$ cat src/rtl/serial_addsub.sv
// Bit-serial two's-complement adder/subtractor: one full-adder slice and a carry flop,
// LSB first, WIDTH steps per operation with a start/busy/done handshake.
module serial_addsub #(
   parameter int WIDTH = 8
) (
   input  logic             clock,
   input  logic             resetn,
   input  logic             start,
   input  logic             sub,
   input  logic [WIDTH-1:0] a,
   input  logic [WIDTH-1:0] b,
   output logic             busy,
   output logic             done,
   output logic [WIDTH-1:0] sum,
   output logic             cout,
   output logic             ovf
);

   localparam int             CW   = $clog2(WIDTH) + 1;
   localparam logic [CW-1:0]  LAST = CW'(WIDTH - 1);

   typedef enum logic [1:0] {
      IDLE  = 2'd0,
      SHIFT = 2'd1,
      DONE  = 2'd2
   } state_t;

   state_t           state;
   state_t           state_nxt;
   logic [WIDTH-1:0] a_reg;
   logic [WIDTH-1:0] b_reg;
   logic [WIDTH-1:0] res_reg;
   logic [WIDTH-1:0] res_nxt;
   logic [CW-1:0]    count;
   logic             carry;
   logic             fa_s;
   logic             fa_c;
   logic             c_msb_in;
   logic             last_step;

   // The single full-adder slice.
   assign fa_s      = a_reg[0] ^ b_reg[0] ^ carry;
   assign fa_c      = (a_reg[0] & b_reg[0]) | (carry & (a_reg[0] ^ b_reg[0]));
   assign res_nxt   = {fa_s, res_reg[WIDTH-1:1]};
   assign last_step = (state == SHIFT) && (count == LAST);
   // During the final step the carry flop holds the carry into the MSB.
   assign c_msb_in  = carry;

   assign busy = (state != IDLE);
   assign done = (state == DONE);

   // NOTE: state and datapath flops use non-blocking assignments so every flop
   // samples pre-edge values, independent of statement order.
   always_ff @(posedge clock or negedge resetn) begin
      if (!resetn) begin
         state <= IDLE;
      end else begin
         state <= state_nxt;
      end
   end

   // NOTE: state_nxt gets a default before the case so no path leaves it
   // unassigned, which would otherwise infer a latch.
   always_comb begin
      state_nxt = state;
      case (state)
         IDLE:    if (start) state_nxt = SHIFT;
         SHIFT:   if (count == LAST) state_nxt = DONE;
         DONE:    state_nxt = IDLE;
         default: state_nxt = IDLE;
      endcase
   end

   // NOTE: every datapath register, including the shift registers, is cleared by
   // reset so an aborted operation leaves no stale result visible.
   always_ff @(posedge clock or negedge resetn) begin
      if (!resetn) begin
         a_reg   <= '0;
         b_reg   <= '0;
         res_reg <= '0;
         carry   <= 1'b0;
         count   <= '0;
         sum     <= '0;
         cout    <= 1'b0;
         ovf     <= 1'b0;
      end else begin
         case (state)
            IDLE: begin
               if (start) begin
                  // Subtraction is a + ~b + 1; the +1 enters as the initial carry.
                  a_reg   <= a;
                  b_reg   <= b ^ {WIDTH{sub}};
                  carry   <= sub;
                  count   <= '0;
                  res_reg <= '0;
               end
            end
            SHIFT: begin
               a_reg   <= {1'b0, a_reg[WIDTH-1:1]};
               b_reg   <= {1'b0, b_reg[WIDTH-1:1]};
               res_reg <= res_nxt;
               carry   <= fa_c;
               count   <= count + CW'(1);
               if (last_step) begin
                  sum  <= res_nxt;
                  cout <= fa_c;
                  ovf  <= c_msb_in ^ fa_c;
               end
            end
            default: begin
            end
         endcase
      end
   end

endmodule
$ cat config.mk
export PLATFORM = sky130hd
export DESIGN_NAME = serial_addsub
export DESIGN_NICKNAME = d
export VERILOG_FILES = /design/src/rtl/serial_addsub.sv
export SDC_FILE = /design/constraint.sdc
export NUM_CORES = 1
export LEC_CHECK = 0
export ABC_AREA = 1
export ABC_CLOCK_PERIOD_IN_PS = 2250
export CAP_MARGIN = 20
export CORE_MARGIN = 2
export CORE_UTILIZATION = 40
export DETAILED_ROUTE_END_ITERATION = 10
export PLACE_DENSITY = 0.7
export SETUP_SLACK_MARGIN = 0.1
export SYNTH_ARGS = -nofsm -noshare
export SYNTH_HDL_FRONTEND = slang
export SYNTH_SLANG_ARGS = --single-unit
$ cat constraint.sdc
create_clock -name clock -period 2.25 [get_ports clock]
set_input_delay 0.3375 -clock clock [delete_from_list [all_inputs] [get_ports clock]]
set_output_delay 0.3375 -clock clock [all_outputs]
set_load 0.02 [all_outputs]
* Word level (Yosys, flattened, before mapping)
Cells that the tools add are included.
** Storage, ports and cells
- Bits in registers :: 41
- Bits of input ports :: 20
- Output and inout bits :: 12
- Logic and storage cells :: 42
** Cells by class
- Add/sub/neg operators :: 1
- Equality and inequality tests :: 5
- Multiplexer cells :: 13
- Bitwise operators :: 7
- Reductions and logical operators :: 7
** Operator list (count)
- one-hot mux 8 bit (2 select lines) :: 3
- two-way mux 8 bit :: 3
- one-hot mux 4 bit (2 select lines) :: 1
- XOR 8 bit :: 1
- AND reduction 2 bit :: 3
- adder 4 x 1 -> 4 bit (second input constant) :: 1
- equality test 4 x 3 -> 1 bit (second input constant) :: 1
- two-way mux 2 bit :: 2
- two-way mux 4 bit :: 1
- one-hot mux 2 bit (2 select lines) :: 1
- nonzero test 2 bit :: 2
- XOR 1 bit :: 3
- bitwise AND 1 bit :: 2
- equality test 2 x 1 -> 1 bit (second input constant) :: 1
- equality test 2 bit (second input constant) :: 1
- logical NOT 2 bit :: 1
- inequality test 2 x 1 -> 1 bit (second input constant) :: 1
- inequality test 2 bit (second input constant) :: 1
- one-hot mux 1 bit (2 select lines) :: 1
- logical AND 1 bit :: 1
- two-way mux 1 bit :: 1
- OR 1 bit :: 1

* Depth between registers and ports, before layout
- Depth after elaboration :: 4
- Depth in mapped cells :: 6
- Gate-level depth less buffers :: 6

* Worst setup path before layout
No wires, ideal clock.
- Kind :: register -> register
- From :: reg a_reg[0]
- To :: reg ovf
- Library setup time :: 0.116 ns
- Arrival :: 1.105 ns
- Required time :: 2.134 ns
- Slack :: 1.029 ns
- Stages on the path, launching flop included :: 5
- Buffers on the path :: 0
- Period minus slack after synthesis :: 1.221 ns
- Cells stage by stage :: dfrtp_1 -> fa_1 -> xor2_1 -> nand2_1 -> nand2_1
** Between the ends
- Longest elaborated chain between the ends :: 4
- Elaborated cells on any way between the ends :: 5
- Those cells by class :: bitwise (5)
** Ends and longest elaborated chain
- start: declaration :: RTL line 30 : logic [WIDTH-1:0] a_reg;
- start signal: assignment :: RTL line 99 : a_reg <= {1'b0, a_reg[WIDTH-1:1]};
- XOR 1 bit :: RTL line 43 : assign fa_c = (a_reg[0] & b_reg[0]) | (carry & (a_reg[0] ^ b_reg[0]));
- bitwise AND 1 bit :: RTL line 43
- OR 1 bit * :: RTL line 43
- via fa_c :: RTL line 37 : logic fa_c;
- XOR 1 bit * :: RTL line 107 : ovf <= c_msb_in ^ fa_c;
- end signal: assignment :: RTL line 107
- end: declaration :: RTL line 16 : output logic ovf
Mark *: on every way through the listed nets, which the timed path passes. The rest lies on a longest branch.
A chain may end at the register's enable or synchronous reset.

* Final worst setup path
- From :: reg state[1]
- To :: out done
** Between the ends
- Longest elaborated chain between the ends :: 1
** Ends and longest elaborated chain
- start: declaration :: RTL line 28 : state_t state;
- start signal: assignment :: RTL line 58 : state <= state_nxt;
- equality test 2 bit :: RTL line 50 : assign done = (state == DONE);
- end: declaration :: RTL line 13 : output logic done,
No other way between the ends.

==> results.sh <==
export IMPL_drtIter0Drc=102
export IMPL_leakage_uw=0.00118
export IMPL_max_freq_ghz=0.517
export IMPL_cap_violations=0
export IMPL_utilization_pct=50.2
export IMPL_nets=286
export IMPL_path_clk_slew_ps=80
export IMPL_htree_levels=2
export IMPL_ys_ff_latch=40
export IMPL_worstSkewPairLatency_ps=290
export IMPL_yosys_area_top_type="dfrtp_1"
export IMPL_clock_sinks=40
export IMPL_syn_nets=253
export IMPL_syn_area_per_cell_sq_um=8.18
export IMPL_chipWidth_um=72.7
export IMPL_antenna_diode_count=0
export IMPL_grt_max_degree=41
export IMPL_row_count=25
export IMPL_hold_buffers=0
export IMPL_power_density_nw_per_um2=1210
export IMPL_fin_area_sq_um=2320
export IMPL_cts_resized=0
export IMPL_cts_buffers=5
export IMPL_critical_path_class="flip-flop to output pin"
export IMPL_netlist_area_sq_um=1890
export IMPL_vias=1580
export IMPL_syn_instance_count=231
export IMPL_grt_total_usage_pct=15.5
export IMPL_synth_area_leaders="dfrtp_1 53%, nand2_1 19%, nand3_1 14%"
export IMPL_routedWlPerCell_um=11.6
export IMPL_yosys_area_top_type_share_pct=53.0
export IMPL_cts_root_buffer="clkbuf_8"
export IMPL_r2r_start="count[0]"
export IMPL_drt_vias_per_instance=4.95
export IMPL_period_share_pct=86.0
export IMPL_status="finished clean"
export IMPL_grt_pass1_vias=1398
export IMPL_reg2reg_to="ovf"
export IMPL_startpoint_type="flip-flop"
export IMPL_slew_viol_final=0
export IMPL_required_ps=1910
export IMPL_clockBufferDepth=2
export IMPL_dpl_cell_area_sq_um=2230
export IMPL_finalCriticalPeriod_ps=1930
export IMPL_fillCellCount=452
export IMPL_register_area_sq_um=1000
export IMPL_r2r_cells=6
export IMPL_fin_skew_ps=5.53
export IMPL_grt_pass1_wl_um=6370
export IMPL_hpwl_um=2530
export IMPL_antenna_found_initial=0
export IMPL_grt_overflow=0
export IMPL_hold_viol=0
export IMPL_mostFrequentLayoutCells="95 x nand2_1, 54 x nand3_1, 40 x dfrtp_1"
export IMPL_die_area_sq_um=5290
export IMPL_final_setup_tns_ps=0
export IMPL_r2r_slack_ps=940
export IMPL_dp_cells=311
export IMPL_portBuffers=31
export IMPL_rsz0062_at_grt="false"
export IMPL_cp_end_kind="output pin"
export IMPL_gp_congestion=0.752
export IMPL_die_h_um=72.7
export IMPL_layout_cells_non_filler=319
export IMPL_critPathMaxFanout=3
export IMPL_pin_count=32
export IMPL_multi_input_area_sq_um=766
export IMPL_slew_headroom_pct=43.5
export IMPL_worst_pin_slew_ps=848
export IMPL_irDropWorstVdd_mv=0.499
export IMPL_final_common_cell="nand2_1"
export IMPL_postCtsSetupRepairBufs=0
export IMPL_start_util_pct=40.8
export IMPL_core_sq_um=4630
export IMPL_synth_seq_area_share_pct=53.0
export IMPL_ant_nets=0
export IMPL_ys_types=20
export IMPL_drt_pre_antenna_iters=4
export IMPL_yosys_warnings=0
export IMPL_drc=0
export IMPL_hp_class="input port to async pin"
export IMPL_arrival_ps=1600
export IMPL_drive_gt1_share_pct=8.68
export IMPL_cts_tree="built"
export IMPL_routed_wl_um=3720
export IMPL_areaGrowthSynthToFinish_pct=23.0
export IMPL_setup_viol=0
==> area by class of cell <==
class / count / share of cell area [%]
Sequential cell: 40 / 43.1
Multi-Input combinational cell: 168 / 32.9
Timing Repair Buffer: 36 / 14.7
Clock buffer: 6 / 3.55
Tap cell: 54 / 2.91
Inverter: 13 / 2.15
Clock inverter: 2 / 0.646
==> critical path, cell delays in order (launching register included) <==
cell and delay [ps]:
dfrtp_1 450, inv_2 90, nor2_1 140, clkdlybuf4s50_1 620
==> cell families after synthesis <==
group,after synthesis,synth area share [%]
AO/OA/AOI/OAI,4,1.06
buffers and inverters,23,6.49
flip-flops,40,53.0
AND/OR/NAND/NOR,160,36.8
adder cells (fa/ha/maj),2,1.72
XOR/XNOR,2,0.927
==> how the worst max path moves through the flow <==
stage               startpoint  endpoint  slack, ps  cells after the start
floorplan             a_reg[0]       ovf       1030                      4
global placement         start  a_reg[0]        590                      4
detailed placement       start  b_reg[1]        530                      4
CTS                   state[1]      done        270                      3
global route          state[1]      done        260                      3
finish                state[1]      done        320                      3
==> through the flow <==
stage	total power, uW	hold slack, ps	setup WS (ps)
finish	2820	146	316
global route	3040	227	259
CTS	2850	189	275
detailed placement	2340	464	526
global placement	2300	462	590
floorplan	1970	41.9	1030
==> Yosys cell counts <==
cell type,count
nor2_4,1
ha_1,1
nand3_1,54
nand2_4,1
xor2_1,1
xnor2_1,1
o21ai_0,4
nor2_1,4
clkinv_2,1
fa_1,1
nand2_2,3
nand4_1,1
nor2_2,1
dfrtp_1,40
buf_4,4
buf_2,4
buf_6,2
inv_2,2
nand2_1,95
inv_1,10
==> metal layers <==
metal	vias to the layer above	wire length, um	GRT usage (%)	part of all wire (%)
met5	-	0	0	0
met4	0	40	4.32	1.1
met3	7	196	4.14	5.3
met2	50	1680	24.1	45
met1	716	1800	21.4	48
li1	807	-	-	-
==> power by group <==
group,switching (uW),leakage (uW),internal (uW)
Combinational,632,0.000626,464
Clock,258,0.0000434,248
Sequential,205,0.000514,1010
Note: power is estimated with default switching activity, not from simulation.
